**src/rtl/seq_pkg.sv**
```systemverilog
// Shared definitions for the serial bit-sequence path: FSM state encoding,
// len-port width derivation and the length clamp used by the pattern transmitter.
package seq_pkg;

    typedef enum logic [1:0] {
        IDLE  = 2'd0,
        SHIFT = 2'd1,
        DONE  = 2'd2
    } state_t;

    // Width needed to express 0..pat_w inclusive.
    function automatic int len_width(input int pat_w);
        return $clog2(pat_w) + 1;
    endfunction

    function automatic int unsigned clamp_len(input int unsigned len, input int unsigned pat_w);
        return (len > pat_w) ? pat_w : len;
    endfunction

endpackage

```
**src/rtl/seq_pattern_tx.sv**
```systemverilog
// Serial pattern transmitter: captures a parallel pattern and shifts it out
// MSB-first, one bit per clock, with optional back-to-back repetitions.
module seq_pattern_tx
    import seq_pkg::*;
#(
    parameter int PAT_W = 8,
    parameter int LEN_W = len_width(PAT_W),
    parameter int REP_W = 4
) (
    input  logic             clk,
    input  logic             rst,
    input  logic             start,
    input  logic [PAT_W-1:0] pattern,
    input  logic [LEN_W-1:0] len,
    input  logic [REP_W-1:0] reps,
    input  logic             abort,
    output logic             out,
    output logic             valid,
    output logic             busy,
    output logic             done
);

    state_t state_q, state_d;

    logic [PAT_W-1:0] pat_q, pat_d;
    logic [LEN_W-1:0] lc_q, lc_d;
    logic [LEN_W-1:0] idx_q, idx_d;
    logic [REP_W-1:0] rep_q, rep_d;
    logic [LEN_W-1:0] len_c;
    logic             out_d, valid_d, busy_d, done_d;

    // Shift-based select keeps the index width independent of PAT_W.
    function automatic logic pick(input logic [PAT_W-1:0] p, input logic [LEN_W-1:0] i);
        logic [PAT_W-1:0] s;
        s = p >> i;
        return s[0];
    endfunction

    assign len_c = LEN_W'(clamp_len(32'(len), 32'(PAT_W)));

    always_comb begin
        state_d = state_q;
        pat_d   = pat_q;
        lc_d    = lc_q;
        idx_d   = idx_q;
        rep_d   = rep_q;
        out_d   = 1'b0;
        valid_d = 1'b0;
        busy_d  = 1'b0;
        done_d  = 1'b0;

        case (state_q)
            IDLE: begin
                if (start) begin
                    if (len_c != '0) begin
                        pat_d   = pattern;
                        lc_d    = len_c;
                        rep_d   = reps;
                        idx_d   = len_c - 1'b1;
                        out_d   = pick(pattern, len_c - 1'b1);
                        valid_d = 1'b1;
                        busy_d  = 1'b1;
                        state_d = SHIFT;
                    end else begin
                        done_d  = 1'b1;
                        state_d = DONE;
                    end
                end
            end

            // abort outranks the final-bit transition, so it is tested first.
            SHIFT: begin
                if (abort) begin
                    state_d = IDLE;
                end else if (idx_q != '0) begin
                    idx_d   = idx_q - 1'b1;
                    out_d   = pick(pat_q, idx_q - 1'b1);
                    valid_d = 1'b1;
                    busy_d  = 1'b1;
                end else if (rep_q != '0) begin
                    rep_d   = rep_q - 1'b1;
                    idx_d   = lc_q - 1'b1;
                    out_d   = pick(pat_q, lc_q - 1'b1);
                    valid_d = 1'b1;
                    busy_d  = 1'b1;
                end else begin
                    done_d  = 1'b1;
                    state_d = DONE;
                end
            end

            DONE: begin
                state_d = IDLE;
            end

            default: begin
                state_d = IDLE;
            end
        endcase
    end

    always_ff @(posedge clk or posedge rst) begin
        if (rst) begin
            state_q <= IDLE;
            pat_q   <= '0;
            lc_q    <= '0;
            idx_q   <= '0;
            rep_q   <= '0;
            out     <= 1'b0;
            valid   <= 1'b0;
            busy    <= 1'b0;
            done    <= 1'b0;
        end else begin
            state_q <= state_d;
            pat_q   <= pat_d;
            lc_q    <= lc_d;
            idx_q   <= idx_d;
            rep_q   <= rep_d;
            out     <= out_d;
            valid   <= valid_d;
            busy    <= busy_d;
            done    <= done_d;
        end
    end

endmodule
```
**config.mk**
```make
export PLATFORM = sky130hd
export DESIGN_NAME = seq_pattern_tx
export DESIGN_NICKNAME = d
export VERILOG_FILES = /design/src/rtl/seq_pkg.sv /design/src/rtl/seq_pattern_tx.sv
export SDC_FILE = /design/constraint.sdc
export NUM_CORES = 1
export LEC_CHECK = 0
export CORE_ASPECT_RATIO = 2
export CORE_UTILIZATION = 53
export CTS_CLUSTER_SIZE = 10
export DETAILED_ROUTE_END_ITERATION = 8
export GPL_TIMING_DRIVEN = 0
export PLACE_DENSITY_LB_ADDON = 0.05
export SLEW_MARGIN = 40
export SYNTH_ARGS = -nofsm -noshare
export SYNTH_HDL_FRONTEND = slang
export SYNTH_SLANG_ARGS = --single-unit
```
**constraint.sdc**
```tcl
create_clock -name clk -period 3.1 [get_ports clk]
set_input_delay 0.62 -clock clk [delete_from_list [all_inputs] [get_ports clk]]
set_output_delay 0.62 -clock clk [all_outputs]
set_load 0.01 [all_outputs]
```
==> impl_metrics.csv <==
group,metric,value,unit
outcome,status,"finished, final reports clean",
synthesis,synth_cell_type_count,40,
place,dp.cells,199,
critical_path,cp_num_cells,8,
clock_tree,cts_setup_buffers,0,
sta,hold_viol,0,
critical_path,reg2reg_from,"idx_q[0]$_DFFE_PP0P_",
synthesis,synth.avg_cell_area,10.4,µm²
critical_path,r2r_setup_slack,740,ps
power,power_density,717,mW/mm²
critical_path,path_common_cell,"nand2b_1",
clock_tree,htree_levels,1,
clock_tree,cts.path.max_buffers,2,
clock_tree,cts-root-buf,"clkbuf_8",
global_routing,grt_pass1_vias,1265,
power,power.internal,829,µW
sta,maxSlewHeadroom,63.8,%
critical_path,critPathTopFamily,"buffers and inverters",
clock_tree,post_cts_resized,0,
sta,setup-tns-final,0,ps
floorplan,ios,24,
floorplan,num_rows,27,
detailed_routing,ant_nets,0,
place,place_ws,-103,ps
sta,finalSetupViolCount,0,
critical_path,crit_buf_inv,2,
global_routing,grt_usage,24.6,%
sta,maxSlewViolCount,0,
detailed_routing,drcViolationCount,0,
clock_tree,ctsHoldBuffers,0,
final_layout,area_growth,20.3,%
critical_path,critPathMaxFanout,10,
power,power_frac_comb,45.4,%
final_layout,layout-drive-gt1-share,15.5,%
final_layout,fin_nets,199,
critical_path,worstPathRequired,3260,ps
place,hpwlAfterDp,2.66,mm
critical_path,regToRegEndpoint,"rep_q[0]$_DFFE_PP0P_",
sta,finalCritPeriodShare,93.5,%
synthesis,ys_seq_area_share,40.8,%
global_routing,grt_max_degree,26,
detailed_routing,vias_per_cell,6.06,
floorplan,initial_core_util,56.1,%
final_layout,antenna_cells,0,
detailed_routing,first_pass_iters,4,
global_routing,gr-total-overflow,0,
sta,worst_slack,200,ps
place,port_buffers,23,
power,switching_power,495,µW
floorplan,die_area,0.00313,mm²
floorplan,fp.coreArea,0.00274,mm²
global_routing,antenna_found_initial,0,
power,finalPower,1.32,mW
final_layout,design_area,0.00185,mm²
run,cap_violations,0,
sta,fmax,345,MHz
synthesis,ys_ff_latch,25,
floorplan,fp.dieH,78.1,µm
global_routing,grt_pass1_wl,5.27,mm
critical_path,endpoint_kind,"flip-flop",
detailed_routing,wl,3.32,mm
critical_path,r2r_cells,8,
critical_path,crit_start,"len[3]",
power,sw_frac_of_total,37.4,%
floorplan,die_x,40.0,µm
hold_path,hold_start,"pat_q[1]$_DFFE_PP0P_",
place,place_area,0.00180,mm²
detailed_routing,vias,1231,
critical_path,crit_chain,"clkdlybuf4s50_1, nand2b_1, ha_1, nand2b_1, o21ai_1, nor2_1, buf_2, mux2_2",
sta,worst_slew_pin_slew,543,ps
hold_path,worstHoldPathType,"reg2reg",
sta,finClkSkew,3.35,ps
detailed_routing,drt-wirelength-per-cell,16.3,µm
critical_path,cp-start-kind,"input port",
synthesis,syn_nets,171,
clock_tree,cts_buffers,3,
critical_path,cpPeakStageDelay,490,ps
final_layout,finalNonFillerCells,203,
power,peakVddDrop,0.535,mV
power,pwr-share-seq,39.9,%
detailed_routing,drtIter0Drc,17,
power,p_leak,0.770,nW
sta,rsz0062_at_grt,"no",
synthesis,syn_inst,147,
synthesis,netlist_area,0.00153,mm²
synthesis,yosysWarnings,0,
clock_tree,cts_tree,"yes",
critical_path,arrival,3060,ps
clock_tree,clk_pin_slew,80,ps
critical_path,critPathKind,"in2reg",
clock_tree,clock-sinks,25,
critical_path,cp_slowest_cell,"clkdlybuf4s50_1",
sta,fin_crit,2900,ps
place,finalWeightedCongestion,0.903,
power,pwr-share-clk,14.7,%
clock_tree,clk_latency,270,ps
critical_path,critPathCapture,"pat_q[2]$_DFFE_PP0P_",
## power by group through the flow
stage / Sequential (mW) / Combinational, mW / Clock (mW)
CTS: 0.529 / 0.598 / 0.198
global placement: 0.528 / 0.579 / 0
finish: 0.528 / 0.600 / 0.195
floorplan: 0.507 / 0.454 / 0
global route: 0.545 / 0.657 / 0.211
detailed placement: 0.536 / 0.595 / 0
## how the worst min path moves through the flow
| stage | to | slack, ps | cells past startpoint |
|---|---|---|---|
| 2_1_floorplan | pat_q[2]$_DFFE_PP0P_ | 490 | 1 |
| 3_3_place_gp | pat_q[0]$_DFFE_PP0P_ | 510 | 1 |
| 3_5_place_dp | pat_q[1]$_DFFE_PP0P_ | 520 | 1 |
| 4_1_cts | pat_q[1]$_DFFE_PP0P_ | 540 | 1 |
| 5_1_grt | pat_q[4]$_DFFE_PP0P_ | 570 | 1 |
| 6_report | pat_q[1]$_DFFE_PP0P_ | 540 | 1 |
## kinds of logic after synthesis
logic type	Yosys count	synth area share, %
buffers and inverters	17	5.14
AOI/OAI and AO/OA	37	17.0
xor gates and xnor gates	4	2.28
muxes	20	17.1
adders and majority gates	4	3.26
and+or+nand+nor	40	14.4
DFF	25	40.8
## per-layer routing
layer,share of wire (%),routed length [µm],global-route usage [%],vias to the layer above
met5,0,0,0,-
met4,3.9,129,15.2,0
met3,2.1,69,3.95,11
met2,59,1950,44.0,30
met1,35,1170,22.9,597
li1,-,-,-,593
## through the flow
step / utilization [%] / hold WS (ps)
2_1_floorplan: - / 490
3_3_place_gp: 65.8 / 514
3_5_place_dp: 65.8 / 517
4_1_cts: 67.4 / 536
5_1_grt: 67.4 / 573
6_report: 67.4 / 536
## cell usage in the layout (no fill, tap or decap), drive strengths merged
cell           synthesis  final
dfrtp                 25     25
clkdlybuf4s50          0     23
o21ai                 11     11
mux2                  10     10
inv                   10     10
nor2                   8      8
a21oi                  8      8
nand2b                 7      7
nor2b                  7      7
mux2i                  6      6
clkbuf                 2      6
nand2                  5      5
buf                    5      5
a31oi                  4      4
mux4                   4      4
nand3                  4      4
ha                     4      4
xor2                   3      3
nor3                   3      3
o211ai                 2      2
a22o                   2      2
a2111oi                2      2
a221oi                 2      2
or3                    2      2
or3b                   1      1
nor3b                  1      1
o311a                  1      1
o32a                   1      1
xnor2                  1      1
o2111ai                1      1
a211o                  1      1
o21ba                  1      1
nand3b                 1      1
or4                    1      1
a41oi                  1      1
## layout make-up
cell class / count / area [µm²]
plain buffers: 7 / 41.3
clock buffers: 4 / 45.0
fillers: 224 / 891
inverters: 10 / 37.5
multi-input cells: 105 / 830
flip-flops and latches: 25 / 626
well taps: 29 / 36.3
repair buffers: 23 / 230
## sequential cells by signal (all words and copies together), names as in the netlist
register,count
busy,1
done,1
idx_q,4
rep_q,4
pat_q,8
lc_q,4
out,1
state_q,2
## synthesized netlist by cell type
master / number / area share, %
nor3_1: 3 / 0.98
xor2_1: 3 / 1.7
a221oi_2: 1 / 0.98
a21oi_1: 7 / 2.3
o32a_1: 1 / 0.65
nand2_1: 5 / 1.2
a21oi_4: 1 / 1.1
or4_1: 1 / 0.49
a31oi_1: 4 / 1.6
o311a_1: 1 / 0.65
mux4_2: 4 / 5.9
or3_1: 1 / 0.41
mux2_2: 10 / 7.3
nand3b_1: 1 / 0.49
o21ai_0: 8 / 2.6
o21ba_2: 1 / 0.65
nor3b_1: 1 / 0.49
o2111ai_1: 1 / 0.57
buf_4: 1 / 0.49
inv_1: 10 / 2.4
nor2b_1: 7 / 2.9
a41oi_1: 1 / 0.57
mux2i_1: 6 / 3.9
o211ai_1: 2 / 0.98
a211o_1: 1 / 0.57
nand3_1: 4 / 1.3
buf_6: 1 / 0.73
xnor2_1: 1 / 0.57
buf_2: 3 / 0.98
nor2_1: 8 / 2.0
a22o_1: 2 / 1.1
or3b_1: 1 / 0.57
or3_4: 1 / 0.73
dfrtp_1: 25 / 41
nand2b_1: 7 / 2.9
ha_1: 4 / 3.3
a2111oi_0: 2 / 1.1
o21ai_1: 3 / 0.98
a221oi_1: 1 / 0.57
clkbuf_1: 2 / 0.49
(Power assumes the default switching activity.)
